## config.mk

```make
export PLATFORM = sky130hd
export DESIGN_NAME = multicycle_ctrl
export DESIGN_NICKNAME = d
export VERILOG_FILES = /design/src/rtl/multicycle_ctrl.sv
export SDC_FILE = /design/constraint.sdc
export NUM_CORES = 1
export LEC_CHECK = 0
export ABC_AREA = 1
export CAP_MARGIN = 20
export CELL_PAD_IN_SITES_DETAIL_PLACEMENT = 0
export CELL_PAD_IN_SITES_GLOBAL_PLACEMENT = 1
export CORE_MARGIN = 2
export CORE_UTILIZATION = 19
export CTS_BUF_LIST = sky130_fd_sc_hd__clkbuf_4
export DETAILED_ROUTE_END_ITERATION = 10
export PLACE_DENSITY = 0.87
export RECOVER_POWER = 25
export SLEW_MARGIN = 40
export SYNTH_ARGS = -nofsm -noshare
export SYNTH_HDL_FRONTEND = slang
export SYNTH_SLANG_ARGS = --single-unit
```

## constraint.sdc

```tcl
create_clock -name CLK -period 1.2 [get_ports CLK]
set_input_delay 0.24 -clock CLK [delete_from_list [all_inputs] [get_ports CLK]]
set_output_delay 0.24 -clock CLK [all_outputs]
set_load 0.02 [all_outputs]
```

## src/rtl/multicycle_ctrl.sv

```systemverilog
// Multicycle CPU control FSM: sequences IF/ID/EXE/MEM/WB and drives datapath enables/selects.
// Define MULTICYCLE_INSCNT_EN to build the retired-instruction counter on InsCount.
module multicycle_ctrl #(
  parameter logic [5:0] OP_HALT = 6'b111111,
  parameter int         CNT_W   = 32
) (
  input  logic             CLK,
  input  logic             Reset,
  input  logic [5:0]       opcode,
  input  logic             zero,
  output logic [1:0]       PCSrc,
  output logic             PCWre,
  output logic             IRWre,
  output logic             RegWre,
  output logic [1:0]       RegDst,
  output logic             WrRegDSrc,
  output logic             ALUSrcA,
  output logic             ALUSrcB,
  output logic             ExtSel,
  output logic [2:0]       ALUOp,
  output logic             mRD,
  output logic             mWR,
  output logic             DBDataSrc,
  output logic [3:0]       state,
  output logic [CNT_W-1:0] InsCount
);

  typedef enum logic [3:0] {
    S_IF     = 4'b0000,
    S_ID     = 4'b0001,
    S_EXE_LS = 4'b0010,
    S_MEM    = 4'b0011,
    S_WB_LD  = 4'b0100,
    S_EXE_BR = 4'b0101,
    S_EXE_AL = 4'b0110,
    S_WB_AL  = 4'b0111,
    S_HALT   = 4'b1000
  } state_t;

  localparam logic [5:0] OP_ADD  = 6'b000000;
  localparam logic [5:0] OP_SUB  = 6'b000001;
  localparam logic [5:0] OP_ADDI = 6'b000010;
  localparam logic [5:0] OP_OR   = 6'b010000;
  localparam logic [5:0] OP_AND  = 6'b010001;
  localparam logic [5:0] OP_ORI  = 6'b010010;
  localparam logic [5:0] OP_SLL  = 6'b011000;
  localparam logic [5:0] OP_SLT  = 6'b100110;
  localparam logic [5:0] OP_SW   = 6'b110000;
  localparam logic [5:0] OP_LW   = 6'b110001;
  localparam logic [5:0] OP_BEQ  = 6'b110100;
  localparam logic [5:0] OP_BNE  = 6'b110101;
  localparam logic [5:0] OP_J    = 6'b111000;
  localparam logic [5:0] OP_JR   = 6'b111001;
  localparam logic [5:0] OP_JAL  = 6'b111010;

  state_t cur, nxt;

  logic is_halt, is_sw, is_lw, is_beq, is_bne, is_j, is_jr, is_jal;
  logic is_alu, is_sub, is_addi, is_or, is_and, is_ori, is_sll, is_slt;

  assign is_halt = (opcode == OP_HALT);
  assign is_sw   = (opcode == OP_SW);
  assign is_lw   = (opcode == OP_LW);
  assign is_beq  = (opcode == OP_BEQ);
  assign is_bne  = (opcode == OP_BNE);
  assign is_j    = (opcode == OP_J);
  assign is_jr   = (opcode == OP_JR);
  assign is_jal  = (opcode == OP_JAL);
  assign is_sub  = (opcode == OP_SUB);
  assign is_addi = (opcode == OP_ADDI);
  assign is_or   = (opcode == OP_OR);
  assign is_and  = (opcode == OP_AND);
  assign is_ori  = (opcode == OP_ORI);
  assign is_sll  = (opcode == OP_SLL);
  assign is_slt  = (opcode == OP_SLT);
  assign is_alu  = (opcode == OP_ADD) | is_sub | is_addi | is_or | is_and
                 | is_ori | is_sll | is_slt;

  always_ff @(posedge CLK) begin
    if (Reset) cur <= S_IF;
    else       cur <= nxt;
  end

  // Halt takes priority in ID so a parameterised OP_HALT can shadow a listed opcode.
  always_comb begin
    nxt = S_IF;
    case (cur)
      S_IF: nxt = S_ID;
      S_ID: begin
        if (is_halt)              nxt = S_HALT;
        else if (is_beq | is_bne) nxt = S_EXE_BR;
        else if (is_lw | is_sw)   nxt = S_EXE_LS;
        else if (is_alu)          nxt = S_EXE_AL;
        else                      nxt = S_IF;
      end
      S_EXE_AL: nxt = S_WB_AL;
      S_WB_AL:  nxt = S_IF;
      S_EXE_BR: nxt = S_IF;
      S_EXE_LS: nxt = S_MEM;
      S_MEM:    nxt = is_lw ? S_WB_LD : S_IF;
      S_WB_LD:  nxt = S_IF;
      S_HALT:   nxt = S_HALT;
      default:  nxt = S_IF;
    endcase
  end

  always_comb begin
    PCWre  = 1'b0;
    IRWre  = 1'b0;
    RegWre = 1'b0;
    mRD    = 1'b0;
    mWR    = 1'b0;
    PCSrc  = 2'd0;
    case (cur)
      S_IF: IRWre = 1'b1;
      S_ID: begin
        // Jumps and unrecognised opcodes retire here.
        if (!is_halt && !is_alu && !is_beq && !is_bne && !is_lw && !is_sw) begin
          PCWre  = 1'b1;
          RegWre = is_jal;
        end
      end
      S_EXE_BR: PCWre = 1'b1;
      S_MEM: begin
        mRD   = is_lw;
        mWR   = is_sw;
        PCWre = is_sw;
      end
      S_WB_AL, S_WB_LD: begin
        PCWre  = 1'b1;
        RegWre = 1'b1;
      end
      default: ;
    endcase

    if ((is_beq & zero) | (is_bne & ~zero)) PCSrc = 2'd1;
    else if (is_jr)                         PCSrc = 2'd2;
    else if (is_j | is_jal)                 PCSrc = 2'd3;

    if (Reset) begin
      PCWre  = 1'b0;
      IRWre  = 1'b0;
      RegWre = 1'b0;
      mRD    = 1'b0;
      mWR    = 1'b0;
      PCSrc  = 2'd0;
    end
  end

  always_comb begin
    RegDst    = is_jal ? 2'b00 : ((is_addi | is_ori | is_lw) ? 2'b01 : 2'b10);
    WrRegDSrc = ~is_jal;
    DBDataSrc = is_lw;
    ALUSrcA   = is_sll;
    ALUSrcB   = is_addi | is_ori | is_lw | is_sw;
    ExtSel    = ~is_ori;
    ALUOp     = 3'b000;
    if (is_sub | is_beq | is_bne) ALUOp = 3'b001;
    else if (is_sll)              ALUOp = 3'b010;
    else if (is_or | is_ori)      ALUOp = 3'b011;
    else if (is_and)              ALUOp = 3'b100;
    else if (is_slt)              ALUOp = 3'b101;
  end

  assign state = cur;

`ifdef MULTICYCLE_INSCNT_EN
  logic [CNT_W-1:0] ins_cnt;
  always_ff @(posedge CLK) begin
    if (Reset)      ins_cnt <= '0;
    else if (PCWre) ins_cnt <= ins_cnt + {{(CNT_W-1){1'b0}}, 1'b1};
  end
  assign InsCount = ins_cnt;
`else
  assign InsCount = '0;
`endif

endmodule

```

## After elaboration in Yosys (flattened, before gate mapping)

Index checks and enable logic that the tools add are counted.

- Flip-flop bits (word level): 4
- Output and inout port bits: 53

- Equality and inequality tests: 23
- Muxes and demuxes: 29
- Bitwise logic cells: 22
- Reductions and logical operators: 15

Operator list:

| kind | number |
|---|---|
| equality test 6 bit, second input constant | 9 |
| 2-to-1 mux 3 bit | 9 |
| equality test 6 x 5 -> 1 bit, second input constant | 4 |
| one-hot mux 4 bit (6 select lines) | 1 |
| OR 1 bit | 17 |
| equality test 4 x 3 -> 1 bit, second input constant | 4 |
| 2-to-1 mux 2 bit | 6 |
| 2-to-1 mux 1 bit | 10 |
| equality test 4 x 2 -> 1 bit, second input constant | 2 |
| equality test 6 x 1 -> 1 bit, second input constant | 1 |
| equality test 6 x 2 -> 1 bit, second input constant | 1 |
| logical NOT 1 bit | 6 |
| logical NOT 6 bit | 1 |
| logical AND 1 bit | 5 |
| equality test 4 x 1 -> 1 bit, second input constant | 1 |
| equality test 4 bit, second input constant | 1 |
| logical NOT 4 bit | 1 |
| 2-to-1 mux 4 bit | 1 |
| NOT 1 bit | 3 |
| one-hot mux 1 bit (3 select lines) | 1 |
| OR reduction 3 bit | 1 |
| AND 1 bit | 2 |
| one-hot mux 1 bit (2 select lines) | 1 |
| OR reduction 2 bit | 1 |

## Longest topological paths before layout

- Depth after elaboration: 17
- Gate-level depth with buffers: 8
- Gate-level depth less buffers: 8

## Least setup slack after synthesis

OpenSTA, ideal clock, no wires.

- Path kind: register -> output
- Start point: register cur[2] (netlist: state[2])
- End point: output port PCWre
- Arrival time: 1395 ps
- Path slack: -435 ps
- Stages on the path, launching flop included: 8
- Path through: dfxtp_1 > nor2_1 > inv_1 > nor2_2 > nand2_1 > nor2_1 > nand4_1 > a21oi_1

- Longest elaborated chain between the ends: 4
- Elaborated cells on any way between the ends: 8

Ends and longest elaborated chain:

| element | line | RTL |
|---|---|---|
| from (decl) | 56 | `state_t cur, nxt;` |
| from (signal assigned) | 81 | `else cur <= nxt;` |
| equality test 4 x 3 -> 1 bit | 114 | `case (cur)` |
| OR reduction 3 bit (no source line) | - |  |
| one-hot mux 1 bit (3 select lines) (*) | 114 |  |
| 2-to-1 mux 1 bit (*) | 140 | `if (Reset) begin` |
| to (decl) | 12 | `output logic PCWre,` |

Every way passes the cells marked *; elsewhere a longest branch is shown, timed or not.

## Final worst setup path

Same ends and word-level chain as after synthesis.

==> Implementation_results.wiki <==
{| class="wikitable"
! Metric !! Value
|-
| CTS hold repair buffers || 0
|-
| Distinct cells, synth || 21
|-
| Violations in the final reports || setup timing
|-
| Fin crit period || 1670 ps
|-
| Critical path launch point type || flop
|-
| Minimum hold slack || 413 ps
|-
| Final worst clock skew || 5.08 ps
|-
| Width of the chip || 68.3 um
|-
| Switching Fraction || 0.444
|-
| Worst Setup Slack, final || -475 ps
|-
| Final Routed Wirelength || 3280 um
|-
| Buffers from clock root to sink, at most || 2
|-
| Remaining design rule violation count || 0
|-
| Cell area after layout || 0.00190 mm2
|-
| Area of the mapped netlist || 786 um2
|-
| First-pass GRT wire length || 4930 um
|-
| Critical path class || flop to output port
|-
| Max-slew violation count || 0
|-
| Most common cell after layout, fill and taps aside || buf_4
|-
| Internal power || 502 uW
|-
| Placed wire-length estimate after detailed placement || 1950 um
|-
| Effective utilization at floorplan || 0.196
|-
| Standard-cell rows || 23
|-
| Port Buffers || 29
|-
| Synthesized instance count || 139
|-
| TritonCTS clock tree || done
|-
| IR Drop Worst-Case VDD || 0.205 mV
|-
| Final Hold Vio Count || 0
|-
| Synthesized area divided by synthesized cell count || 5.65 um2
|-
| Worst setup slack before clock tree synthesis || -1270 ps
|-
| Slowest stage cell on the critical path || dfxtp_4
|-
| Global route total overflow || 0
|-
| Area of the core region || 0.00400 mm2
|-
| Floorplan die height || 68.3 um
|-
| Sequential share of power || 0.159
|-
| Number of top-level pins || 62
|-
| Worst path max stage delay || 340 ps
|-
| Sum of internal, switching and leakage power || 904 uW
|-
| Final Cycle Share || 1.40
|-
| Sort of element at the end of the critical path || output port
|-
| Comb power frac || 0.639
|-
| Weighted congestion reported at the end of routability-driven placement || 0.888
|-
| Number of max-capacitance violations reported || 0
|-
| Outcome || finished, violations left
|-
| CTS buffer count || 3
|-
| Most frequent CP cell || nor2_4
|-
| Initial DRC Count || 54
|-
| Leading cell types in the layout, fill and taps excluded || 38 x buf_4, 37 x buf_6, 32 x conb_1, 13 x nor2_4, 12 x nor2_1
|-
| Worst skew pair latency || 250 ps
|-
| Reg clk slew, reported paths || 40 ps
|-
| Drt pass-1 iters || 4
|-
| Arrival time reported for the critical path endpoint || 1430 ps
|-
| Total clock sinks || 4
|-
| Routed len/inst || 11.9 um
|-
| Vias after detailed routing || 1,149
|-
| Cell breakdown of the critical path || nor2_4, inv_2, nor2_4, nand2_2, nor2_1, nand4_1, a21oi_2, buf_4
|-
| Clock network power share || 0.202
|-
| Maximum achievable frequency || 0.597 GHz
|-
| Data required time of the worst path || 960 ps
|-
| Share of final-layout standard cells stronger than drive strength 1 || 0.678
|-
| Pin count of the biggest net entering global routing || 8
|-
| Total GRT Usage || 0.142
|-
| Via count of the first global-routing pass || 1,103
|-
| Final setup violation count || 18
|-
| Final layout net count || 238
|-
| Number of flip-flops under the largest register name || 4
|-
| Number of flip-flops and latches in the synthesized netlist || 4
|-
| Drt via density || 4.15
|-
| H-tree depth || 1
|-
| Post-DP Area || 0.00127 mm2
|-
| Sw power || 402 uW
|-
| Path class of the lowest-slack min-delay path || input port to flop
|-
| Antenna violations before repair || 0
|-
| DRT antenna net count || 0
|-
| Root cell of the clock tree || clkbuf_4
|-
| Total of warnings raised by yosys || 0
|-
| Largest fanout of any net on the critical path || 2
|-
| Power density relative to cell area || 477 mW/mm2
|-
| Leakage power || 0.935 nW
|-
| Die area || 0.00467 mm2
|-
| Synth-to-layout area growth || 141%
|-
| Setup repair after global routing missed its margin || yes
|-
| Seq/Total Area, Yosys || 0.102
|-
| ANT cells || 0
|}
-- worst max-delay path, delay by kind of cell (launching register included) --
kind                   cells  cell delay, ps
and+or+nand+nor            5             490
DFF                        1             340
AOI/OAI and AO/OA          1             160
buffers and inverters      2             200
-- logic make-up (layout without fill, tap and decap cells) --
| logic type | count (synthesis) | in the layout | share of synthesized area |
|---|---|---|---|
| XOR/XNOR | 1 | 1 | 0.0111 |
| buffers and inverters | 50 | 107 | 0.396 |
| AND/OR/NAND/NOR | 72 | 72 | 0.409 |
| other | 1 | 32 | 0.00477 |
| AO/OA/AOI/OAI | 11 | 11 | 0.0764 |
| flip-flops | 4 | 4 | 0.102 |
-- metrics by stage --
stage	util	TNS [ps]	cells
after global placement	0.319	-20610	243
after CTS	0.442	-3950	274
final	0.474	-4160	277
after detailed placement	0.319	-20550	243
after global routing	0.474	-4970	277
after floorplan	-	-437	170
-- path summary, 6_finish.rpt --
| path | startpoint | to | slack, ps | cells past startpoint |
|---|---|---|---|---|
| worst max-delay path | state[2] | PCWre | -470 | 8 |
| worst min-delay path | opcode[2] | state[3] | 410 | 5 |
| worst min register to register | state[2] | state[3] | 700 | 4 |
| worst max register to register | state[2] | state[0] | -200 | 10 |
-- area by class of cell --
type / instances / area (um2)
Fill cell: 384 / 2100
Timing Repair Buffer: 87 / 843
Multi-Input combinational cell: 116 / 795
Sequential cell: 4 / 90.1
Inverter: 17 / 83.8
Tap cell: 50 / 62.6
Clock buffer: 3 / 22.5
-- power by group through the flow --
stage	combinational, mW	clock (mW)	sequential [mW]
after global routing	0.611	0.178	0.144
final	0.578	0.183	0.143
after CTS	0.536	0.181	0.144
after global placement	0.379	0	0.145
after detailed placement	0.381	0	0.146
after floorplan	0.293	0	0.153
-- Yosys cell counts --
library cell / count / share of area
nand4_1: 1 / 0.0080
nor2_1: 25 / 0.12
nand2_1: 26 / 0.12
a21oi_1: 8 / 0.051
nor2_4: 2 / 0.029
conb_1: 1 / 0.0048
nand3_2: 1 / 0.013
nor3_1: 2 / 0.013
o311ai_0: 1 / 0.011
inv_2: 2 / 0.0096
nor2_2: 2 / 0.016
or2_1: 1 / 0.0080
nand3b_1: 1 / 0.0096
o22ai_1: 1 / 0.0080
xor2_1: 1 / 0.011
clkbuf_4: 1 / 0.0096
nand3_1: 11 / 0.070
inv_1: 15 / 0.072
dfxtp_1: 4 / 0.10
buf_4: 32 / 0.31
o21ai_0: 1 / 0.0064
-- what timing repair did --
item	in CTS	in global routing
gates resized for setup	229	33
setup endpoints to repair	25	20
pin swaps	30	19
setup buffers	34	9
-- metal layers --
metal / up-vias / wire, um / global-route usage
met5: - / 0 / 0
met4: 0 / 61 / 0.0700
met3: 5 / 178 / 0.0164
met2: 49 / 1850 / 0.274
met1: 547 / 1190 / 0.150
li1: 548 / - / -
Power figures use the tool's default switching activity.
